`src/rtl/udp_video_pkg.sv`:
```
// ============================================================================
// Module  : udp_video_pkg
// Brief   : Shared constants, state encoding and header helpers for the
//           UDP video receive filter.
// Revision: 1.0 - initial release
// ============================================================================
`default_nettype none

package udp_video_pkg;

    localparam logic [7:0] HDR_MAGIC0 = 8'h5A;
    localparam logic [7:0] HDR_MAGIC1 = 8'hA5;
    localparam int         HDR_LEN    = 8;

    localparam logic [1:0] ST_IDLE    = 2'd0;
    localparam logic [1:0] ST_HDR     = 2'd1;
    localparam logic [1:0] ST_PAYLOAD = 2'd2;
    localparam logic [1:0] ST_DROP    = 2'd3;

    typedef enum logic [1:0] {
        S_IDLE    = ST_IDLE,
        S_HDR     = ST_HDR,
        S_PAYLOAD = ST_PAYLOAD,
        S_DROP    = ST_DROP
    } rx_state_e;

    // Byte offsets inside the big-endian 8-byte video header
    localparam logic [2:0] OFS_MAGIC1   = 3'd1;
    localparam logic [2:0] OFS_FRAME_HI = 3'd2;
    localparam logic [2:0] OFS_FRAME_LO = 3'd3;
    localparam logic [2:0] OFS_SEQ_HI   = 3'd4;
    localparam logic [2:0] OFS_SEQ_LO   = 3'd5;
    localparam logic [2:0] OFS_LEN_HI   = 3'd6;
    localparam logic [2:0] OFS_LEN_LO   = 3'(HDR_LEN - 1);

    function automatic logic len_ok(input logic [15:0] len, input logic [15:0] max_len);
        return (len != 16'd0) && (len <= max_len) && ((len % 16'd3) == 16'd0);
    endfunction

endpackage

`default_nettype wire

```
`src/rtl/udp_rx_stat_cnt.sv`:
```
// ============================================================================
// Module  : udp_rx_stat_cnt
// Brief   : 16-bit saturating event counter, synchronous active-high reset.
// Revision: 1.0 - initial release
// ============================================================================
`default_nettype none

module udp_rx_stat_cnt (
    input  logic        clk,
    input  logic        reset,
    input  logic        inc_i,
    output logic [15:0] cnt_o
);

    logic [15:0] cnt_q;

    always_ff @(posedge clk) begin
        if (reset) begin
            cnt_q <= 16'd0;
        end else if (inc_i && (cnt_q != 16'hFFFF)) begin
            cnt_q <= cnt_q + 16'd1;
        end
    end

    assign cnt_o = cnt_q;

endmodule

`default_nettype wire

```
`src/rtl/udp_video_rx_filter.sv`:
```
// ============================================================================
// Module  : udp_video_rx_filter
// Brief   : Port filter, video header check/strip and per-frame sequence
//           check in front of the pixel writer. RX_STAT_CNT_EN enables the
//           packet statistics counters.
// Revision: 1.0 - initial release
// ============================================================================
`default_nettype none

module udp_video_rx_filter
    import udp_video_pkg::*;
#(
    parameter logic [15:0] LOCAL_PORT  = 16'd8080,
    parameter logic [15:0] MAX_PAYLOAD = 16'd1440
) (
    input  logic        clk,
    input  logic        reset,
    input  logic        rx_valid,
    input  logic [7:0]  rx_data,
    input  logic        rx_last,
    input  logic [15:0] rx_dst_port,
    output logic        udp_data_valid,
    output logic [7:0]  udp_data,
    output logic        frame_start,
    output logic        seq_err,
    output logic        pkt_err,
    output logic [15:0] stat_pkt_ok,
    output logic [15:0] stat_pkt_drop
);

    rx_state_e   state_q;
    logic [2:0]  hdr_cnt_q;
    logic [15:0] hdr_frame_q, hdr_seq_q, len_q, pay_cnt_q;
    logic [7:0]  len_hi_q;
    logic [15:0] frame_q, exp_seq_q;
    logic        in_sync_q, seq0_q;
    logic        valid_q, frame_start_q, seq_err_q, pkt_err_q;
    logic [7:0]  data_q;
    logic        ok_inc_q, drop_inc_q;

    logic [15:0] w_len;
    assign w_len = {len_hi_q, rx_data};

    always_ff @(posedge clk) begin
        if (reset) begin
            state_q       <= S_IDLE;
            hdr_cnt_q     <= 3'd0;
            hdr_frame_q   <= 16'd0;
            hdr_seq_q     <= 16'd0;
            len_hi_q      <= 8'd0;
            len_q         <= 16'd0;
            pay_cnt_q     <= 16'd0;
            frame_q       <= 16'd0;
            exp_seq_q     <= 16'd0;
            in_sync_q     <= 1'b0;
            seq0_q        <= 1'b0;
            valid_q       <= 1'b0;
            data_q        <= 8'd0;
            frame_start_q <= 1'b0;
            seq_err_q     <= 1'b0;
            pkt_err_q     <= 1'b0;
            ok_inc_q      <= 1'b0;
            drop_inc_q    <= 1'b0;
        end else begin
            valid_q       <= 1'b0;
            frame_start_q <= 1'b0;
            seq_err_q     <= 1'b0;
            pkt_err_q     <= 1'b0;
            ok_inc_q      <= 1'b0;
            drop_inc_q    <= 1'b0;
            if (rx_valid) begin
                case (state_q)
                    S_IDLE: begin
                        hdr_cnt_q <= OFS_MAGIC1;
                        if (rx_dst_port != LOCAL_PORT) begin
                            drop_inc_q <= 1'b1;
                            state_q    <= rx_last ? S_IDLE : S_DROP;
                        end else if (rx_data != HDR_MAGIC0 || rx_last) begin
                            pkt_err_q  <= 1'b1;
                            drop_inc_q <= 1'b1;
                            state_q    <= rx_last ? S_IDLE : S_DROP;
                        end else begin
                            state_q <= S_HDR;
                        end
                    end
                    S_HDR: begin
                        hdr_cnt_q <= hdr_cnt_q + 3'd1;
                        case (hdr_cnt_q)
                            OFS_FRAME_HI: hdr_frame_q[15:8] <= rx_data;
                            OFS_FRAME_LO: hdr_frame_q[7:0]  <= rx_data;
                            OFS_SEQ_HI:   hdr_seq_q[15:8]   <= rx_data;
                            OFS_SEQ_LO:   hdr_seq_q[7:0]    <= rx_data;
                            OFS_LEN_HI:   len_hi_q          <= rx_data;
                            default: ;
                        endcase
                        if (hdr_cnt_q == OFS_MAGIC1 && rx_data != HDR_MAGIC1) begin
                            pkt_err_q  <= 1'b1;
                            drop_inc_q <= 1'b1;
                            state_q    <= rx_last ? S_IDLE : S_DROP;
                        end else if (hdr_cnt_q == OFS_LEN_LO) begin
                            state_q <= rx_last ? S_IDLE : S_DROP;
                            if (!len_ok(w_len, MAX_PAYLOAD)) begin
                                pkt_err_q  <= 1'b1;
                                drop_inc_q <= 1'b1;
                            end else if (hdr_seq_q != 16'd0 && !in_sync_q) begin
                                drop_inc_q <= 1'b1;
                            end else if (hdr_seq_q != 16'd0 &&
                                         (hdr_seq_q != exp_seq_q || hdr_frame_q != frame_q)) begin
                                seq_err_q  <= 1'b1;
                                in_sync_q  <= 1'b0;
                                drop_inc_q <= 1'b1;
                            end else begin
                                // Accepted header: seq 0 resyncs, otherwise advance
                                in_sync_q <= 1'b1;
                                seq0_q    <= (hdr_seq_q == 16'd0);
                                frame_q   <= hdr_frame_q;
                                exp_seq_q <= (hdr_seq_q == 16'd0) ? 16'd1 : exp_seq_q + 16'd1;
                                len_q     <= w_len;
                                pay_cnt_q <= 16'd0;
                                if (rx_last) begin
                                    pkt_err_q  <= 1'b1;
                                    in_sync_q  <= 1'b0;
                                    drop_inc_q <= 1'b1;
                                end else begin
                                    state_q <= S_PAYLOAD;
                                end
                            end
                        end else if (rx_last) begin
                            pkt_err_q  <= 1'b1;
                            drop_inc_q <= 1'b1;
                            state_q    <= S_IDLE;
                        end
                    end
                    S_PAYLOAD: begin
                        valid_q       <= 1'b1;
                        data_q        <= rx_data;
                        frame_start_q <= seq0_q && (pay_cnt_q == 16'd0);
                        pay_cnt_q     <= pay_cnt_q + 16'd1;
                        if (pay_cnt_q + 16'd1 == len_q) begin
                            ok_inc_q <= 1'b1;
                            state_q  <= rx_last ? S_IDLE : S_DROP;
                        end else if (rx_last) begin
                            pkt_err_q  <= 1'b1;
                            in_sync_q  <= 1'b0;
                            drop_inc_q <= 1'b1;
                            state_q    <= S_IDLE;
                        end
                    end
                    default: begin
                        if (rx_last) begin
                            state_q <= S_IDLE;
                        end
                    end
                endcase
            end
        end
    end

    assign udp_data_valid = valid_q;
    assign udp_data       = data_q;
    assign frame_start    = frame_start_q;
    assign seq_err        = seq_err_q;
    assign pkt_err        = pkt_err_q;

`ifdef RX_STAT_CNT_EN
    udp_rx_stat_cnt u_ok_cnt (
        .clk   (clk),
        .reset (reset),
        .inc_i (ok_inc_q),
        .cnt_o (stat_pkt_ok)
    );

    udp_rx_stat_cnt u_drop_cnt (
        .clk   (clk),
        .reset (reset),
        .inc_i (drop_inc_q),
        .cnt_o (stat_pkt_drop)
    );
`else
    logic w_unused_stat;
    assign w_unused_stat = ok_inc_q ^ drop_inc_q;
    assign stat_pkt_ok   = 16'd0;
    assign stat_pkt_drop = 16'd0;
`endif

endmodule

`default_nettype wire
```
`config.mk`:
```
export PLATFORM = sky130hd
export DESIGN_NAME = udp_video_rx_filter
export DESIGN_NICKNAME = d
export VERILOG_FILES = /design/src/rtl/udp_video_pkg.sv /design/src/rtl/udp_rx_stat_cnt.sv /design/src/rtl/udp_video_rx_filter.sv
export SDC_FILE = /design/constraint.sdc
export NUM_CORES = 1
export LEC_CHECK = 0
export CORE_MARGIN = 2
export CORE_UTILIZATION = 58
export DETAILED_ROUTE_END_ITERATION = 7
export DONT_BUFFER_PORTS = 1
export PLACE_DENSITY = 0.74
export RECOVER_POWER = 100
export SETUP_SLACK_MARGIN = 0.4
export SYNTH_ARGS = -nofsm -noshare
export SYNTH_HDL_FRONTEND = slang
export SYNTH_SLANG_ARGS = --single-unit
```
`constraint.sdc`:
```
create_clock -name clk -period 5.7 [get_ports clk]
set_input_delay 0.855 -clock clk [delete_from_list [all_inputs] [get_ports clk]]
set_output_delay 0.855 -clock clk [all_outputs]
set_load 0.05 [all_outputs]
```
# Word-level counts from Yosys, hierarchy flattened
# Cells that the tools add are included.
# totals
register_bits,123
inputBits,28
wordCells,124
# classes
addsub,3
div,1
order_cmp,1
n_eq_ne,22
n_mux,41
n_bitwise,8
reduce_logical,30
# op_table
operator,count
two-way mux 16 bit,6
zero test 16 bit,3
"adder 16 x 1 -> 16 bit, second input constant",2
!= test 16 bit,2
one-hot mux 16 bit (2 select lines),1
nonzero test 16 bit,2
two-way mux 2 bit,11
two-way mux 1 bit,19
== test 16 bit,1
"less-or-equal comparator 16 x 11 -> 1 bit, second input constant",1
"modulo 16 x 2 -> 16 bit, second input constant",1
"!= test 16 x 13 -> 1 bit, second input constant",1
AND reduction 3 bit,5
"!= test 2 bit, second input constant",7
AND reduction 7 bit,2
"== test 3 bit, second input constant",4
"!= test 8 x 7 -> 1 bit, second input constant",1
"!= test 8 bit, second input constant",1
NOT 1 bit,8
AND reduction 8 bit,1
OR reduction 7 bit,1
"== test 3 x 2 -> 1 bit, second input constant",2
logical AND 1 bit,6
one-hot mux 2 bit (3 select lines),1
14 further kinds,17

# Longest topological paths before layout
# logic_depth
depth_word,9
mapped_depth,29
ltp_nobuf,22

# Least setup slack after synthesis
# Ideal clock, no wire load.
# synth_path
kind,flip-flop to flip-flop
startpoint,reg len_hi_q[5]
endpoint,reg exp_seq_q[7]
arrival_ps,5552
required_time_ps,5630
path_slack_ps,77
stages_incl_launch_ff,27
path_buffers,4
period_less_slack_ps,5623
cell_sequence,dfxtp_1 -> buf_4 -> or3b_1 -> o211a_2 -> o32ai_2 -> nor2_1 -> o211a_2 -> o31ai_1 -> nand2_1 -> a221o_1 -> o21a_1 -> buf_2 -> ha_1 -> clkbuf_1 -> inv_1 -> nand2_1 -> a21oi_1 -> a21o_1 -> ha_1 -> inv_1 -> o21ai_0 -> o22ai_1 -> a2111oi_4 -> o2111ai_4 -> buf_6 -> or4_1 -> a21oi_1
# synth_via
elab_chain_len,4
word_cells_on_any_way,7
classes_between,div (1); order compare (1); reduce/logical (5)
# synth_lines
element,line_no,source
from (decl),udp_video_rx_filter.sv:34,logic [7:0] len_hi_q;
from (signal assigned),udp_video_rx_filter.sv:93,OFS_LEN_HI: len_hi_q <= rx_data;
modulo 16 x 2 -> 16 bit (tied with other cells),udp_video_pkg.sv:37,return (len != 16'd0) && (len <= max_len) && ((len % 16'd3) == 16'd0);
zero test 16 bit or logical AND 1 bit (tied branches),udp_video_pkg.sv:37,
logical AND 1 bit *,udp_video_pkg.sv:37,
AND reduction 7 bit (no source line) *,n/a,
to (signal assigned),udp_video_rx_filter.sv:117,exp_seq_q <= (hdr_seq_q == 16'd0) ? 16'd1 : exp_seq_q + 16'd1;
to (decl),udp_video_rx_filter.sv:35,"logic [15:0] frame_q, exp_seq_q;"
# Mark *: on every way between the ends. The rest lies on a longest branch, timed or not.
# A chain may end at the register's enable or synchronous reset.

# Worst setup path in the final report
# layout_path
startpoint,reg len_hi_q[3]
endpoint,reg exp_seq_q[8]
# Same word-level chain as after synthesis.

==> impl_metrics.py <==
metrics = {
    "status": {
        "status": "complete, no violations",
    },
    "timing": {
        "drv_slew": 0,
        "fin_tns_setup_ps": 0,
        "finalCriticalPeriod_ps": 5460,
        "worst_pin_slew_ps": 1110,
        "rsz0062_at_grt": "yes",
        "whs_ps": 487,
        "final_hold_viol_count": 0,
        "finalSetupViolCount": 0,
        "relSlewSlack_pct": 25.1,
        "fmax_mhz": 183,
        "fin_crit_sh_pct": 95.7,
        "finClkSkew_ps": 7.94,
    },
    "clocking": {
        "htreeDepth": 4,
        "clk_path_buf_depth": 2,
        "clkLatencyLatePin_ps": 430,
        "clkTransAtPathRegs_ps": 60,
        "cts.sinks": 123,
        "root_buffer": "clkbuf_16",
        "cts_made_buffers": 17,
        "cts-hold-fix-buffers": 0,
        "cts_tree": "done",
    },
    "logic_synthesis": {
        "synth.top_cells.by_count": "nand2_1 (124), dfxtp_1 (123), a21oi_1 (76)",
        "syn_area_um2": 7610,
        "synth-edff-count": 0,
        "syn_avg_cell_area_um2": 7.88,
        "yosys.area.top_type_share_pct": 32.3,
        "synth.most_common_cell": "nand2_1",
        "ys_types": 81,
        "yosys.area.top_type": "dfxtp_1",
        "async_flop_share_pct": 0,
        "synth_flop_cell": "dfxtp_1",
        "yosys_register_bits": 123,
        "ys_warn_count": 0,
        "synth_area_leaders": "dfxtp_1 (32%), nand2_1 (6.1%), xnor2_1 (5.5%), mux2i_1 (5.3%), a21oi_1 (5.0%)",
        "ys_seq_area_share_pct": 32.3,
        "synth_cells": 966,
    },
    "drt": {
        "drt_wl_total_mm": 21.1,
        "met2WireLength_mm": 9.92,
        "firstDrtPassIters": 5,
        "drc_errors": 0,
        "dr.max_layer_used": "met4",
        "dr.first_iter.drc_count": 737,
        "final_antenna_net_count": 0,
        "wire_per_inst_um": 18.3,
        "viasPerCell": 6.20,
        "vias": 7128,
        "dr_wl_met3_mm": 1.41,
        "drt-met1-wl_mm": 9.24,
    },
    "floorplanning": {
        "die_x_um": 119,
        "dieArea_um2": 14100,
        "die_y_um": 119,
        "core-area_um2": 12700,
        "start_util_pct": 59.8,
        "ios": 72,
        "rows": 41,
    },
    "power_and_ir_drop": {
        "p_leak_nw": 3.46,
        "power_density_nw_per_um2": 266,
        "peakVddDrop_mv": 0.283,
        "power_mw": 2.40,
    },
    "critical_path": {
        "required_ps": 6050,
        "crit_path_start_kind": "register",
        "criticalPathCategory": "reg -> reg",
        "crit_path_end_kind": "register",
        "critPathMaxFanout": 12,
        "worstPathArrival_ps": 5810,
    },
    "global_routing": {
        "grt.overflow.total": 0,
        "grt_max_degree": 108,
        "grt_pass1_vias": 6430,
        "track_usage_pct": 29.1,
        "grt_pass1_wl_mm": 33.0,
        "antenna_found_initial": 0,
    },
    "placement": {
        "hpwl_mm": 12.7,
        "port_buffers": 0,
        "gp_congestion": 0.925,
    },
    "final_layout": {
        "drive_above_1_share_pct": 14.5,
        "layout.nets": 1004,
        "area_delta_synth_final_pct": 18.2,
        "diodes": 0,
    },
    "min_path": {
        "hold_class": "reg -> reg",
    },
    "job": {
        "max-cap-violations": 0,
    },
}
-- path summary, 6_finish.rpt --
kind,startpoint,to,slack (ps),depth (start not counted)
max,len_hi_q[3],exp_seq_q[8],240,24
min,hdr_cnt_q[2],hdr_cnt_q[2],490,2
max reg2reg,len_hi_q[3],exp_seq_q[8],240,24
min reg2reg,hdr_cnt_q[2],hdr_cnt_q[2],490,2
-- per-layer routing --
metal,up-vias,GRT usage [%]
met2,281,45.8
met4,0,11.8
met3,48,5.31
met1,3396,39.4
li1,3403,-
met5,-,0
-- critical path: stages (launching register included) --
cell	delay (ps)
dfxtp_4	430
clkinvlp_4	190
o211a_2	330
o32a_1	360
a21oi_1	250
a311oi_4	100
a21o_4	260
buf_4	140
a31o_2	190
a221o_1	280
o21a_1	220
ha_4	180
inv_4	70
nand2_4	50
a21oi_2	110
a21o_1	160
ha_4	180
inv_4	50
o21ai_2	140
o22ai_1	130
a2111oi_4	390
o2111ai_4	260
buf_12	210
or4b_1	480
a21oi_1	170
-- repair_timing --
item,in CTS,in global routing
resized for setup,29,65
endpoints found under the setup margin,56,66
buffers inserted,20,12
pin swaps,15,56
cloned,3,2
-- area by class of cell --
class / instances / area, µm²
multi-input combinational: 746 / 4980
clock inverter: 10 / 234
fill: 1034 / 3720
clock buffer: 22 / 474
tap: 172 / 215
sequential: 123 / 2480
timing repair buffer: 51 / 514
inverter: 26 / 106
-- flip-flops by register name, summed over array words and instances (netlist names) --
signal / count
exp_seq_q: 16
frame_q: 16
hdr_frame_q: 16
hdr_seq_q: 16
len_q: 16
pay_cnt_q: 16
len_hi_q: 8
udp_data: 8
hdr_cnt_q: 3
state_q: 2
frame_start: 1
in_sync_q: 1
pkt_err: 1
seq0_q: 1
seq_err: 1
udp_data_valid: 1
-- through the flow --
step / cell area, µm² / setup slack [ps] / instances / utilization [%]
3_3_place_gp: 7570 / 140 / 1081 / 59.5
5_1_grt: 9000 / 72.9 / 1150 / 70.7
4_1_cts: 8640 / 407 / 1136 / 67.9
2_1_floorplan: 7800 / 407 / 997 / -
6_report: 9000 / 244 / 1150 / 70.7
3_5_place_dp: 7570 / 12.3 / 1081 / 59.5
-- report_power, final --
part | internal, mW | switching [mW] | total (mW)
combinational | 0.0669 | 0.145 | 0.212
clock | 0.900 | 0.402 | 1.30
sequential | 0.864 | 0.0169 | 0.881
total | 1.83 | 0.564 | 2.40
-- cell families after synthesis --
| logic type | count (synthesis) | share of synthesized area [%] |
|---|---|---|
| simple gates | 395 | 26.4 |
| compound gates | 207 | 18.7 |
| buf+inv | 128 | 8.33 |
| flops | 123 | 32.3 |
| xor+xnor | 60 | 6.90 |
| mux | 41 | 5.44 |
| fa+ha+maj | 11 | 1.81 |
| other cells | 1 | 0.0493 |
-- cell usage in the layout, fill, tap and decap left out, types with 6 or more instances in the layout --
cell type,count
a21o_1,7
a21oi_1,72
a31oi_1,19
and3_1,21
buf_4,30
buf_6,9
bufinv_16,7
clkbuf_1,6
clkbuf_16,19
conb_1,32
dfxtp_1,118
ha_1,9
inv_1,23
mux2i_1,37
nand2_1,122
nand2b_1,8
nand3_1,54
nand4_1,15
nor2_1,71
nor2b_1,7
nor3_1,14
nor4_1,16
o2111ai_1,6
o21ai_0,17
or3_1,8
or4_1,11
xnor2_1,48
xor2_1,12
Note: power is estimated with default switching activity, not from simulation.
